### config.mk
export PLATFORM = sky130hd
export DESIGN_NAME = bus_arbiter
export DESIGN_NICKNAME = d
export VERILOG_FILES = /design/src/rtl/bus_arbiter.sv
export SDC_FILE = /design/constraint.sdc
export NUM_CORES = 1
export LEC_CHECK = 0
export ABC_AREA = 1
export BUFFER_PORTS_ARGS = -buffer_cell sky130_fd_sc_hd__buf_2
export CORE_MARGIN = 4
export CORE_UTILIZATION = 60
export DETAILED_ROUTE_END_ITERATION = 6
export MAX_ROUTING_LAYER = met4
export PLACE_DENSITY = 0.84
export SLEW_MARGIN = 20
export SYNTH_ARGS = -nofsm -noshare
export SYNTH_HDL_FRONTEND = slang
export SYNTH_SLANG_ARGS = --single-unit
### constraint.sdc
create_clock -name clk_i -period 5.4 [get_ports clk_i]
set_input_delay 0.54 -clock clk_i [delete_from_list [all_inputs] [get_ports clk_i]]
set_output_delay 0.54 -clock clk_i [all_outputs]
set_load 0.03 [all_outputs]
### src/rtl/bus_arbiter.sv
// Round-robin arbiter and sequencer for the shared 8-bit, 6-source system bus.
// Sources 0..5 (bus inputs a..f) request the bus; the winner receives a registered
// one-hot grant and the bus select {s2,s1,s0} is driven with its index. With no owner
// the select parks on ParkSel, where the bus outputs zero. An owner keeps the bus for
// at most MaxHold consecutive cycles while others wait, unless it holds lock.
//
// Ports:
//   clk_i        clock, all state updates on the rising edge
//   rst_i        synchronous reset, active-high
//   req_i[5:0]   request per source, bit i = source i
//   lock_i       current owner asks to keep the bus past its tenure
//   gnt_o[5:0]   one-hot grant, zero when parked
//   s0_o..s2_o   bus select, owner index or ParkSel when parked
//   bus_valid_o  high while a grant is active
//   owner_o[2:0] current owner index, holds the last owner while parked
module bus_arbiter #(
  parameter int unsigned MaxHold = 4,
  parameter logic [2:0]  ParkSel = 3'b110
) (
  input  logic       clk_i,
  input  logic       rst_i,
  input  logic [5:0] req_i,
  input  logic       lock_i,
  output logic [5:0] gnt_o,
  output logic       s0_o,
  output logic       s1_o,
  output logic       s2_o,
  output logic       bus_valid_o,
  output logic [2:0] owner_o
);

  localparam int unsigned HoldW = (MaxHold > 1) ? $clog2(MaxHold) : 1;
  localparam logic [HoldW-1:0] HoldMax = HoldW'(MaxHold - 1);

  typedef enum logic [0:0] {StIdle, StOwn} state_e;

  state_e           state_q, state_d;
  logic [2:0]       owner_q, owner_d;
  logic [5:0]       gnt_q, gnt_d;
  logic [2:0]       sel_q, sel_d;
  logic [HoldW-1:0] hold_q, hold_d;

  // First set bit of mask, searching upward from last+1 and wrapping modulo 6.
  function automatic logic [2:0] rr_pick(input logic [5:0] mask, input logic [2:0] last);
    logic [2:0]  pick;
    logic        found;
    int unsigned idx;
    pick  = last;
    found = 1'b0;
    for (int unsigned i = 1; i <= 6; i++) begin
      idx = (32'(last) + i) % 6;
      if (!found && mask[idx]) begin
        pick  = 3'(idx);
        found = 1'b1;
      end
    end
    return pick;
  endfunction

  logic [5:0] others;
  logic       do_grant;
  logic [2:0] winner;

  assign others = req_i & ~(6'd1 << owner_q);

  always_comb begin
    state_d  = state_q;
    owner_d  = owner_q;
    gnt_d    = gnt_q;
    sel_d    = sel_q;
    hold_d   = hold_q;
    do_grant = 1'b0;
    winner   = owner_q;

    unique case (state_q)
      StIdle: begin
        if (req_i != 6'd0) begin
          do_grant = 1'b1;
          winner   = rr_pick(req_i, owner_q);
        end
      end
      StOwn: begin
        if (!req_i[owner_q]) begin
          // Release; hand off in the same edge if anyone else waits.
          if (others != 6'd0) begin
            do_grant = 1'b1;
            winner   = rr_pick(others, owner_q);
          end else begin
            state_d = StIdle;
            gnt_d   = 6'd0;
            sel_d   = ParkSel;
          end
        end else if (lock_i) begin
          if (hold_q != HoldMax) hold_d = hold_q + 1'b1;
        end else if (hold_q != HoldMax) begin
          hold_d = hold_q + 1'b1;
        end else if (others != 6'd0) begin
          do_grant = 1'b1;
          winner   = rr_pick(others, owner_q);
        end else begin
          // Tenure expired but nobody waits: start a fresh tenure.
          hold_d = '0;
        end
      end
      default: state_d = StIdle;
    endcase

    if (do_grant) begin
      state_d = StOwn;
      owner_d = winner;
      gnt_d   = 6'd1 << winner;
      sel_d   = winner;
      hold_d  = '0;
    end
  end

  always_ff @(posedge clk_i) begin
    if (rst_i) begin
      state_q <= StIdle;
      owner_q <= 3'd5;
      gnt_q   <= 6'd0;
      sel_q   <= ParkSel;
      hold_q  <= '0;
    end else begin
      state_q <= state_d;
      owner_q <= owner_d;
      gnt_q   <= gnt_d;
      sel_q   <= sel_d;
      hold_q  <= hold_d;
    end
  end

  assign gnt_o              = gnt_q;
  assign {s2_o, s1_o, s0_o} = sel_q;
  assign owner_o            = owner_q;
  assign bus_valid_o        = (state_q == StOwn);

endmodule
Yosys cells after proc, flatten, opt, wreduce, memory -nomap -nowiden:

Index checks and enable logic that the tools add are counted.

* register bits: 15
* bits of input ports: 9
* output and inout bits: 13
* logic and storage cells: 205

* add/sub/neg operators: 7
* div/mod/pow operators: 6
* magnitude comparators: 7
* equal/unequal tests: 5
* shifts and indexed selects: 2
* muxes and demuxes: 134
* bitwise logic cells: 3
* reductions and logical operators: 36

Operators by type and width (count)
* $lt A32 B4 Y1 const B: 6
* $mod A32 B3 Y32 const B: 6
* $mux W1: 84
* $mux W3: 27
* $bmux W1 S3: 13
* $mux W6: 4
* $logic_and A1 B1 Y1: 15
* $logic_not A1 Y1: 15
* $add A3 B3 Y4 const B: 3
* $reduce_bool A6 Y1: 2
* $shl A1 B3 Y6 const A: 2
* $add A3 B2 Y4 const B: 2
* $mux W2: 4
* $ne A2 B2 Y1 const B: 4
* $and A6 B6 Y6: 1
* $not A6 Y6: 1
* $pmux W3 S2: 1
* $add A3 B1 Y4 const B: 1
* $lt A3 B4 Y1 const B: 1
* $reduce_and A4 Y1: 1
* $reduce_and A3 Y1: 1
* $add A2 B1 Y2 const B: 1
* $ne A2 B1 Y1 const B: 1
* $pmux W1 S2: 1
* 3 further kinds: 3

Depth between registers and ports, before layout:

* depth after elaboration: 53
* gate-level depth with buffers: 31
* mapped depth without buffers: 30

Least setup slack after synthesis:

Ideal clock, no wire load.

* path kind: register to register
* start point: register owner_q[1] (netlist: owner_o[1])
* end point: register sel_q[1]
* arrival time: 3.280 ns
* required time: 5.281 ns
* slack: 2.001 ns
* cell stages (with the launch flop): 26
* buffers on the path: 0
* cells stage by stage: dfxtp_1 -> inv_1 -> ha_1 -> a21oi_2 -> inv_2 -> ha_1 -> nor2_1 -> nand3_2 -> nand2_4 -> nand2_4 -> nand2_4 -> nand2_4 -> nand2_1 -> nand3_2 -> nand2_4 -> nand3_2 -> nor3_2 -> nand2_1 -> nand2_1 -> inv_1 -> nand2_1 -> nand2_1 -> nand2_2 -> inv_2 -> o21ai_0 -> nand2_1

* longest elaborated chain between the ends: 52
* elaborated cells on any way between the ends: 169

Ends and longest elaborated chain
* start: declaration: RTL line 38 `logic [2:0] owner_q, owner_d;`
* start signal: assignment: RTL line 126 `owner_q <= owner_d;`
* branches (longest 52 deep; another with $mod A32 B3 Y32)
* end signal: assignment: RTL line 122 `sel_q <= ParkSel;`
* end signal: assignment: RTL line 128 `sel_q <= sel_d;`
* end: declaration: RTL line 40 `logic [2:0] sel_q, sel_d;`

Parallel ways; which one is timed is not known. The select of a mux whose other input is x is not followed.
A chain may end at the register's enable or synchronous reset.

Worst setup path after layout:

* start point: register owner_q[2] (netlist: owner_o[2])
* end point: register sel_q[1]

The elaborated chain is that of the path after synthesis.

==> flow_metrics.tcl <==
set metrics [dict create \
    cts_root_buffer "clkbuf_8" \
    required_ns 5.54 \
    multi_input_area_sq_um 2040 \
    hold_buffers 0 \
    synth.distinct_cells 42 \
    fmax_mhz 266 \
    hold_depth 2 \
    path_clk_slew_ns 0.06 \
    setup_slack_ns 1.63 \
    grt_pass1_vias 2674 \
    viasPerCell 5.58 \
    die_h_um 74.8 \
    track_usage 0.272 \
    overflow 0 \
    cts.htree.levels 1 \
    grt_max_degree 22 \
    fillCellCount 414 \
    arrival_ns 3.90 \
    cts_sinks 15 \
    cts_resized 0 \
    areaGrowthSynthToFinish_pct 5.79 \
    min_period_ns 3.77 \
    fin_worst_skew_ns 0.00139 \
    layout_commonest_cell "nand2_1" \
    finalCritPeriodShare 0.697 \
    routabilityCongestion 0.945 \
    status "complete, no violations" \
    ios 22 \
    grt.busiest_layer "met2" \
    met2_usage 0.417 \
    grtUsageMet3 0.0294 \
    async_flop_share 0 \
    synth_edf_count 0 \
    yosys.area.top_type "nand2_1" \
    via_count 2913 \
    placed_cells 518 \
    seq_area_frac_synth 0.112 \
    critPathKind "flip-flop to flip-flop" \
    row_count 24 \
    die-area_sq_um 5600 \
    nNetsFinal 496 \
    die_x_um 74.8 \
    drc 0 \
    ys_ff_latch 15 \
    place_ws_ns 1.66 \
    r2r.worst_path.cells 24 \
    synth.cell_area_sq_um 2680 \
    diodes 0 \
    clkLatencyLatePin_ns 0.25 \
    setup_viol 0 \
    antenna_left 0 \
    grt_setup_unrepaired "false" \
    cts_tree "done" \
    drive_above_1_share 0.240 \
    syn_nets 477 \
    slew_headroom 0.534 \
    max_cap_violations 0 \
    wl_per_cell_um 13.2 \
    start_util 0.620 \
    slew_viol_final 0 \
    synth_flop_cell "dfxtp_1" \
    hold_viol 0 \
    grt_use_met1 0.386 \
    antenna_found_initial 0 \
    cts_buffers 3 \
    routed_wl_um 6870 \
    worstMarginPinSlew_ns 0.698 \
    syn_inst 452 \
    ctsLongestPathBuffers 2 \
    syn_avg_cell_area_sq_um 5.93 \
    endpoint_kind "flip-flop" \
    finalSetupTns_ns 0 \
    final-seq-area_sq_um 300 \
    hpwl_um 5520 \
    final_cells 522 \
    startpoint_type "flip-flop" \
    synth_top_area_share 0.193 \
    post_cts_buffers 0 \
    portBuffers 21 \
    crit_path_max_fanout 13 \
    core_sq_um 4320 \
    grt_pass1_wl_um 11800 \
    hp-class "flip-flop to flip-flop" \
    dr.pass1.iters 5 \
    final_cell_mix "nand2_1, inv_1, nand3_1, nor2_1, nand2_2" \
    yosys_warnings 0 \
    synth_area_leaders "nand2_1, dfxtp_1, nand3_1" \
    drt_iter0_drc 172 \
]
==> state kept, by name, summed over array words and instances, names as in the netlist <==
register	cells
gnt_o	6
owner_o	3
sel_q	3
hold_q	2
bus_valid_o	1
==> area by class of cell <==
cell class | instances | share of cell area
clock buffers | 3 | 0.0146
clock inverters | 1 | 0.00265
inverters | 67 | 0.0905
multi-input cells | 361 | 0.721
flip-flops and latches | 15 | 0.106
well taps | 52 | 0.0229
repair buffers | 23 | 0.0424
==> synth_stat cells (4+ instances only) <==
library cell and count:
nor2_1 37, nand2_4 8, nand2_2 28, inv_2 16, buf_6 4, a21oi_1 18
o21ai_0 14, dfxtp_1 15, nand3_2 11, nand4_1 8, nand3_1 44, inv_1 48
nand2_1 138, nor3_1 5, ha_1 16
==> stage by stage <==
stage | hold slack, ns | cell area [sq um] | util
floorplan | 0.440 | 2680 | -
global placement | 0.449 | 2790 | 0.644
detailed placement | 0.450 | 2790 | 0.644
CTS | 0.467 | 2840 | 0.656
global route | 0.480 | 2840 | 0.656
finish | 0.464 | 2840 | 0.656
==> worst max-delay path, cell delays in order, from the launching register on <==
cell     delay, ns
dfxtp_1       0.69
inv_4         0.20
ha_1          0.46
inv_2         0.09
ha_1          0.28
inv_1         0.06
nand3_1       0.08
nand2_2       0.10
nand3_2       0.12
nand2_4       0.12
nand2_1       0.08
nand3_2       0.11
nand2_2       0.11
nor2_4        0.19
nand2_2       0.08
nor2_1        0.13
nand4_1       0.10
nand2_1       0.07
inv_1         0.04
nand2_1       0.06
nand2_2       0.06
nand2_2       0.12
inv_2         0.05
o21ai_0       0.17
nand2_1       0.07
==> path summary, 6_finish.rpt <==
path                            from               endpoint  slack, ns
min reg2reg    sel_q[1]$_SDFFE_PP1P_  sel_q[1]$_SDFFE_PP1P_       0.46
max reg2reg  owner_o[2]$_SDFFE_PP1P_  sel_q[1]$_SDFFE_PP1P_       1.63
max          owner_o[2]$_SDFFE_PP1P_  sel_q[1]$_SDFFE_PP1P_       1.63
min            sel_q[1]$_SDFFE_PP1P_  sel_q[1]$_SDFFE_PP1P_       0.46
==> per-layer routing <==
metal	vias to the layer above	part of all wire
met3	10	0.081
li1	1489	-
met2	118	0.44
met1	1296	0.46
met5	-	0
met4	0	0.016
==> kinds of logic after synthesis <==
group | share of synthesized area
flip-flops | 0.112
AND/OR/NAND/NOR | 0.544
buffers and inverters | 0.125
AO/OA/AOI/OAI | 0.132
multiplexers | 0.0121
adder cells (fa/ha/maj) | 0.0747
Power is left out: the tool's default activity adds up to more than one toggle a clock period on the data nets, which glitch-free logic cannot reach.
